<file path="config.mk">
export PLATFORM = sky130hd
export DESIGN_NAME = turn_controller_flat
export DESIGN_NICKNAME = d
export VERILOG_FILES = /design/src/rtl/turn_controller_if.sv /design/src/rtl/turn_controller.sv /design/src/flat_wrapper.sv
export SDC_FILE = /design/constraint.sdc
export NUM_CORES = 1
export LEC_CHECK = 0
export ABC_AREA = 0
export CAP_MARGIN = 40
export CORE_MARGIN = 2
export CORE_UTILIZATION = 47
export DETAILED_ROUTE_END_ITERATION = 6
export HOLD_SLACK_MARGIN = 0.12
export PLACE_DENSITY = 0.87
export SETUP_SLACK_MARGIN = 0.5
export SYNTH_ARGS = -nofsm -noshare
export SYNTH_HDL_FRONTEND = slang
export SYNTH_SLANG_ARGS = --single-unit
</file>
<file path="constraint.sdc">
create_clock -name clk -period 3.4 [get_ports clk]
set_input_delay 1.02 -clock clk [delete_from_list [all_inputs] [get_ports clk]]
set_output_delay 1.02 -clock clk [all_outputs]
set_load 0.02 [all_outputs]
</file>
<file path="src/rtl/turn_controller_if.sv">
// rtl/turn_controller_if.sv - move/board/status bundle between switch inputs, board register and turn_controller
interface turn_controller_if;
   logic        submit;
   logic        clear;
   logic [3:0]  sel;
   logic [17:0] board;
   logic [4:0]  move;
   logic        player;
   logic [1:0]  win;
   logic        draw;
   logic        illegal;
   logic        timeout;

   modport master (
      output submit, clear, sel, board,
      input  move, player, win, draw, illegal, timeout
   );

   modport slave (
      input  submit, clear, sel, board,
      output move, player, win, draw, illegal, timeout
   );
endinterface

</file>
<file path="src/rtl/turn_controller.sv">
// rtl/turn_controller.sv - tic-tac-toe turn sequencer; optional forfeit timer under TURN_TIMEOUT_EN
module turn_controller #(
   parameter logic [4:0]  IDLE_CODE      = 5'b01111,
   parameter logic        FIRST_PLAYER   = 1'b0,
   parameter logic [31:0] TIMEOUT_CYCLES = 32'd100_000_000
) (
   input logic clk,
   input logic reset_n,
   turn_controller_if.slave bus
);

   typedef enum logic [2:0] {S_CLEAR, S_WAIT, S_ISSUE, S_SETTLE, S_OVER} state_t;

   state_t     state;
   logic [4:0] move_q;
   logic       player_q;
   logic [1:0] win_q;
   logic       draw_q;
   logic       illegal_q;
   logic       pending;

   logic [8:0] free;
   logic [8:0] mine;
   logic [1:0] pcode;
   logic       sel_ok;
   logic       go_clear;
   logic       accept;
   logic       line_done;

   always_comb begin
      free  = '0;
      mine  = '0;
      pcode = player_q ? 2'b10 : 2'b01;
      for (int k = 0; k < 9; k++) begin
         free[k] = (bus.board[2*k +: 2] == 2'b00);
         mine[k] = (bus.board[2*k +: 2] == pcode);
      end
      sel_ok    = (bus.sel != 4'd0) && (bus.sel <= 4'd9) && free[bus.sel - 4'd1];
      go_clear  = bus.clear || pending;
      accept    = bus.submit && sel_ok;
      line_done = (mine[0] & mine[1] & mine[2]) | (mine[3] & mine[4] & mine[5]) |
                  (mine[6] & mine[7] & mine[8]) | (mine[0] & mine[3] & mine[6]) |
                  (mine[1] & mine[4] & mine[7]) | (mine[2] & mine[5] & mine[8]) |
                  (mine[0] & mine[4] & mine[8]) | (mine[2] & mine[4] & mine[6]);
   end

`ifdef TURN_TIMEOUT_EN
   logic [31:0] count;
   logic        timeout_q;
   logic        timeout_hit;

   assign timeout_hit = (state == S_WAIT) && !go_clear && !accept &&
                        (count == TIMEOUT_CYCLES - 32'd1);

   // Counter only advances while waiting for a move; any other state holds it at zero.
   always_ff @(posedge clk) begin
      if (!reset_n) begin
         count     <= '0;
         timeout_q <= 1'b0;
      end else begin
         timeout_q <= 1'b0;
         if (state != S_WAIT || go_clear || accept) begin
            count <= '0;
         end else if (timeout_hit) begin
            count     <= '0;
            timeout_q <= 1'b1;
         end else begin
            count <= count + 32'd1;
         end
      end
   end

   assign bus.timeout = timeout_q;
`else
   logic unused_timeout_cycles;
   assign unused_timeout_cycles = ^TIMEOUT_CYCLES;
   assign bus.timeout = 1'b0;
`endif

   always_ff @(posedge clk) begin
      if (!reset_n) begin
         state     <= S_CLEAR;
         move_q    <= IDLE_CODE;
         player_q  <= FIRST_PLAYER;
         win_q     <= 2'b00;
         draw_q    <= 1'b0;
         illegal_q <= 1'b0;
         pending   <= 1'b0;
      end else begin
         illegal_q <= 1'b0;
         case (state)
            // Entered from reset move is still IDLE_CODE, so spend one cycle driving the clear code.
            S_CLEAR: begin
               if (bus.clear) pending <= 1'b1;
               if (move_q != 5'b00000) begin
                  move_q <= 5'b00000;
               end else begin
                  move_q   <= IDLE_CODE;
                  player_q <= FIRST_PLAYER;
                  win_q    <= 2'b00;
                  draw_q   <= 1'b0;
                  state    <= S_WAIT;
               end
            end
            S_WAIT: begin
               if (go_clear) begin
                  move_q  <= 5'b00000;
                  pending <= 1'b0;
                  state   <= S_CLEAR;
               end else if (accept) begin
                  move_q <= {player_q, bus.sel};
                  state  <= S_ISSUE;
               end else begin
                  if (bus.submit) illegal_q <= 1'b1;
`ifdef TURN_TIMEOUT_EN
                  if (timeout_hit) player_q <= ~player_q;
`endif
               end
            end
            S_ISSUE: begin
               if (bus.clear) pending <= 1'b1;
               move_q <= IDLE_CODE;
               state  <= S_SETTLE;
            end
            S_SETTLE: begin
               if (bus.clear) pending <= 1'b1;
               if (line_done) begin
                  win_q <= {player_q, ~player_q};
                  state <= S_OVER;
               end else if (free == 9'd0) begin
                  draw_q <= 1'b1;
                  state  <= S_OVER;
               end else begin
                  player_q <= ~player_q;
                  state    <= S_WAIT;
               end
            end
            S_OVER: begin
               if (go_clear) begin
                  move_q  <= 5'b00000;
                  pending <= 1'b0;
                  state   <= S_CLEAR;
               end
            end
            default: state <= S_CLEAR;
         endcase
      end
   end

   assign bus.move    = move_q;
   assign bus.player  = player_q;
   assign bus.win     = win_q;
   assign bus.draw    = draw_q;
   assign bus.illegal = illegal_q;

endmodule
</file>
<file path="src/flat_wrapper.sv">
// flat-port wrapper written by rule: the top's interface ports become plain ports
module turn_controller_flat 
#(
   parameter logic [4:0]  IDLE_CODE      = 5'b01111,
   parameter logic        FIRST_PLAYER   = 1'b0,
   parameter logic [31:0] TIMEOUT_CYCLES = 32'd100_000_000
)
  (clk, reset_n, bus_submit, bus_clear, bus_sel, bus_board, bus_move, bus_player, bus_win, bus_draw, bus_illegal, bus_timeout);
  turn_controller_if bus_i ();
  input logic clk;
  input logic reset_n;
  input wire logic [$bits(bus_i.submit)-1:0] bus_submit;
  input wire logic [$bits(bus_i.clear)-1:0] bus_clear;
  input wire logic [$bits(bus_i.sel)-1:0] bus_sel;
  input wire logic [$bits(bus_i.board)-1:0] bus_board;
  output wire logic [$bits(bus_i.move)-1:0] bus_move;
  output wire logic [$bits(bus_i.player)-1:0] bus_player;
  output wire logic [$bits(bus_i.win)-1:0] bus_win;
  output wire logic [$bits(bus_i.draw)-1:0] bus_draw;
  output wire logic [$bits(bus_i.illegal)-1:0] bus_illegal;
  output wire logic [$bits(bus_i.timeout)-1:0] bus_timeout;
  assign bus_i.submit = bus_submit;
  assign bus_i.clear = bus_clear;
  assign bus_i.sel = bus_sel;
  assign bus_i.board = bus_board;
  assign bus_move = bus_i.move;
  assign bus_player = bus_i.player;
  assign bus_win = bus_i.win;
  assign bus_draw = bus_i.draw;
  assign bus_illegal = bus_i.illegal;
  assign bus_timeout = bus_i.timeout;
  turn_controller #(.IDLE_CODE(IDLE_CODE), .FIRST_PLAYER(FIRST_PLAYER), .TIMEOUT_CYCLES(TIMEOUT_CYCLES)) u_core (.clk(clk), .reset_n(reset_n), .bus(bus_i));
endmodule
</file>
==> impl_metrics.env <==
export IMPL_fin_crit_sh_pct=83.6
export IMPL_slew_viol_final=0
export IMPL_hold_path_class="reg -> reg"
export IMPL_cts_tree="done"
export IMPL_ys_seq_elements=14
export IMPL_ant_nets=0
export IMPL_synth_warnings=0
export IMPL_synth_top_family_by_area="simple AND/OR/NAND/NOR gates"
export IMPL_die_area_um2=3000
export IMPL_rsz0062_at_grt="yes"
export IMPL_drc=0
export IMPL_core_um2=2450
export IMPL_timing_setup_tns_ns=0
export IMPL_arrival_ns=3.02
export IMPL_synth_top_area_cell="dfxtp_1"
export IMPL_synth_nets=189
export IMPL_status="completed"
export IMPL_layout_drive_gt1_share_pct=11.3
export IMPL_leakagePower_nw=0.612
export IMPL_port_buffer_count=35
export IMPL_synth_area_leaders="dfxtp_1 (23%), a21oi_1 (6.6%), o22ai_1 (5.7%)"
export IMPL_setup_viol=0
export IMPL_max_freq_mhz=352
export IMPL_pwr_share_clk_pct=29.0
export IMPL_netlist_area_leader_share_pct=23.2
export IMPL_grt_max_degree=21
export IMPL_worst_slew_pin_slew_ns=0.830
export IMPL_synth_edf_count=0
export IMPL_period_minus_slack_ns=2.84
export IMPL_p_int_w=0.000299
export IMPL_critPathKind="in -> reg"
export IMPL_dr_pass1_iters=4
export IMPL_nNetsFinal=223
export IMPL_slew_headroom_pct=43.9
export IMPL_p_seq_share_pct=41.7
export IMPL_worstSkewPairLatency_ns=0.28
export IMPL_yosys_cell_types_count=49
export IMPL_r2r_end="u_core.bus.draw"
export IMPL_synthFlopType="dfxtp_1"
export IMPL_hp_start="u_core.pending"
export IMPL_drv_cap=0
export IMPL_critPathMaxStageDelay_ns=0.48
export IMPL_num_vias=1351
export IMPL_slowest_stage="clkdlybuf4s50_1"
export IMPL_seq_area_frac_synth_pct=23.2
export IMPL_start_kind="input port"
export IMPL_ir_drop_uv=334
export IMPL_initial_utilization_pct=49.3
export IMPL_avgSynthCellArea_um2=7.51
export IMPL_p_sw_w=0.000118
export IMPL_syn_to_final_growth_pct=36.8
export IMPL_root_buffer="clkbuf_4"
export IMPL_wire_per_inst_um=14.2
export IMPL_synth_cells=161
export IMPL_worst_ep_required_time_ns=3.58
export IMPL_track_usage_pct=23.2
export IMPL_grt_pass1_wl_um=5200
export IMPL_antenna_found_initial=0
export IMPL_p_comb_share_pct=29.3
export IMPL_cts_buffer_depth=2
export IMPL_skew_ns=0.00834
export IMPL_first_global_vias=1231
export IMPL_drt_wl_total_um=3180
export IMPL_worstPathMaxFanout=9
export IMPL_synthAdderAreaFrac_pct=2.07
export IMPL_syn_area_um2=1210
export IMPL_yosysMostFrequentCell="nor2_1"
export IMPL_crit_path_end_kind="flop"
export IMPL_synth_xor_area_share_pct=1.45
export IMPL_fin_util_pct=67.4
export IMPL_routabilityCongestion=0.970
export IMPL_clkSinkCount=14
export IMPL_diodes=0
export IMPL_synth_compound_area_share_pct=26.0
export IMPL_holdBufCountCts=0
export IMPL_overflow=0
export IMPL_htree_levels=1
export IMPL_yosys_top_cells_count="nor2_1 (18), a21oi_1 (16), dfxtp_1 (14), nand2_1 (12), o22ai_1 (11)"
export IMPL_r2r_slack_ns=1.09
export IMPL_hold_violations=0
export IMPL_switching_share_pct=28.2
export IMPL_reg2reg_from="u_core.bus.player"
export IMPL_dpl_hpwl_um=2440
export IMPL_ios=37
export IMPL_cts_buffers=3
export IMPL_clkSlewWorstSetupHoldPaths_ns=0.09
export IMPL_path_cells="clkdlybuf4s50_1, or3b_4, or3b_1, a32o_1, nand4_4, nor3_2, o221a_1"
export IMPL_crit_end="u_core.bus.draw"
export IMPL_drt_iter0_drc=45
export IMPL_die_h_um=54.7
export IMPL_rows=18
export IMPL_power_density_nw_per_um2=252
export IMPL_avgViaCountPerCell=6.03
export IMPL_synth_async_reset_ratio_pct=0
export IMPL_dieWidth_um=54.7
export IMPL_worstRegToRegCells=6
export IMPL_cp_startpoint="bus_board[8]"
export IMPL_synth_area_mux_share_pct=5.17
export IMPL_yosys_area_share_simple_pct=37.1
==> cell families (layout without fill, tap and decap cells) <==
family	Yosys count	count (layout)
AND/OR/NAND/NOR	77	77
AO/OA/AOI/OAI	48	48
flip-flops	14	14
buffers and inverters	12	45
multiplexers	5	5
adder cells (fa/ha/maj)	2	2
XOR/XNOR	2	2
other	1	1
==> per-layer routing <==
metal / part of all wire [%] / vias to the layer above / global-route usage [%] / wire length (µm)
met2: 51 / 51 / 40.3 / 1620
met4: 0.94 / 0 / 4.17 / 30
met3: 6.5 / 4 / 6.83 / 206
met1: 42 / 628 / 28.2 / 1320
met5: 0 / - / 0 / 0
li1: - / 668 / - / -
==> per-stage QoR <==
stage | power, W | instances | setup WS (ns) | hold slack, ns | cell area (µm²)
final | 0.000417 | 224 | 0.558 | 0.502 | 1660
after global routing | 0.000434 | 224 | 0.487 | 0.553 | 1660
after CTS | 0.000412 | 223 | 0.533 | 0.508 | 1610
after detailed placement | 0.000291 | 219 | 0.0688 | 0.494 | 1560
after global placement | 0.000289 | 219 | 0.174 | 0.478 | 1560
after floorplan | 0.000236 | 161 | 0.546 | 0.464 | 1210
==> power groups by stage <==
stage	clock network, W	logic (W)	registers [W]
finish	0.000121	0.000122	0.000174
floorplan	0	0.0000547	0.000181
CTS	0.000122	0.000116	0.000174
global route	0.000127	0.000132	0.000175
detailed placement	0	0.000114	0.000177
global placement	0	0.000111	0.000177
==> sequential cells by signal (all words and copies together) (netlist names) <==
name                cells
u_core.bus.win          2
u_core.bus.draw         1
u_core.bus.illegal      1
u_core.bus.move         5
u_core.bus.player       1
u_core.pending          1
u_core.state            3
==> cell usage in the layout (no fill, tap or decap), types with 6 or more instances in the layout <==
master	Yosys	layout
a21oi_1	16	16
clkdlybuf4s50_1	0	34
dfxtp_1	14	14
nand2_1	12	12
nand2b_1	8	8
nor2_1	18	18
nor3_1	6	6
o22ai_1	11	11
==> worst max-delay path, delay by kind of cell <==
kind | cells | cell delay, ns
and+or+nand+nor | 4 | 1.00
AOI/OAI and AO/OA | 2 | 0.53
buffers and inverters | 1 | 0.48
==> worst min-delay path by stage <==
stage                                end  slack (ns)  cells past startpoint
after floorplan           u_core.pending        0.46                      2
after global placement    u_core.pending        0.48                      2
after detailed placement  u_core.pending        0.49                      2
after CTS                 u_core.pending        0.51                      2
after global routing      u_core.pending        0.55                      2
final                     u_core.pending        0.50                      2
==> layout make-up <==
cell class	instances	area, µm²
multi-input cells	135	918
fillers	214	800
repair buffers	37	368
flip-flops and latches	14	280
well taps	30	37.5
clock buffers	4	36.3
inverters	4	15.0
==> repair_timing <==
action | in CTS | in global routing
setup buffers | 0 | 1
endpoints found under the hold margin | 0 | 0
setup endpoints to repair | 6 | 10
gates resized for setup | 3 | 6
pin swaps | 1 | 3
cloned | 0 | 0
No activity file was read; power rests on OpenSTA's default activity.
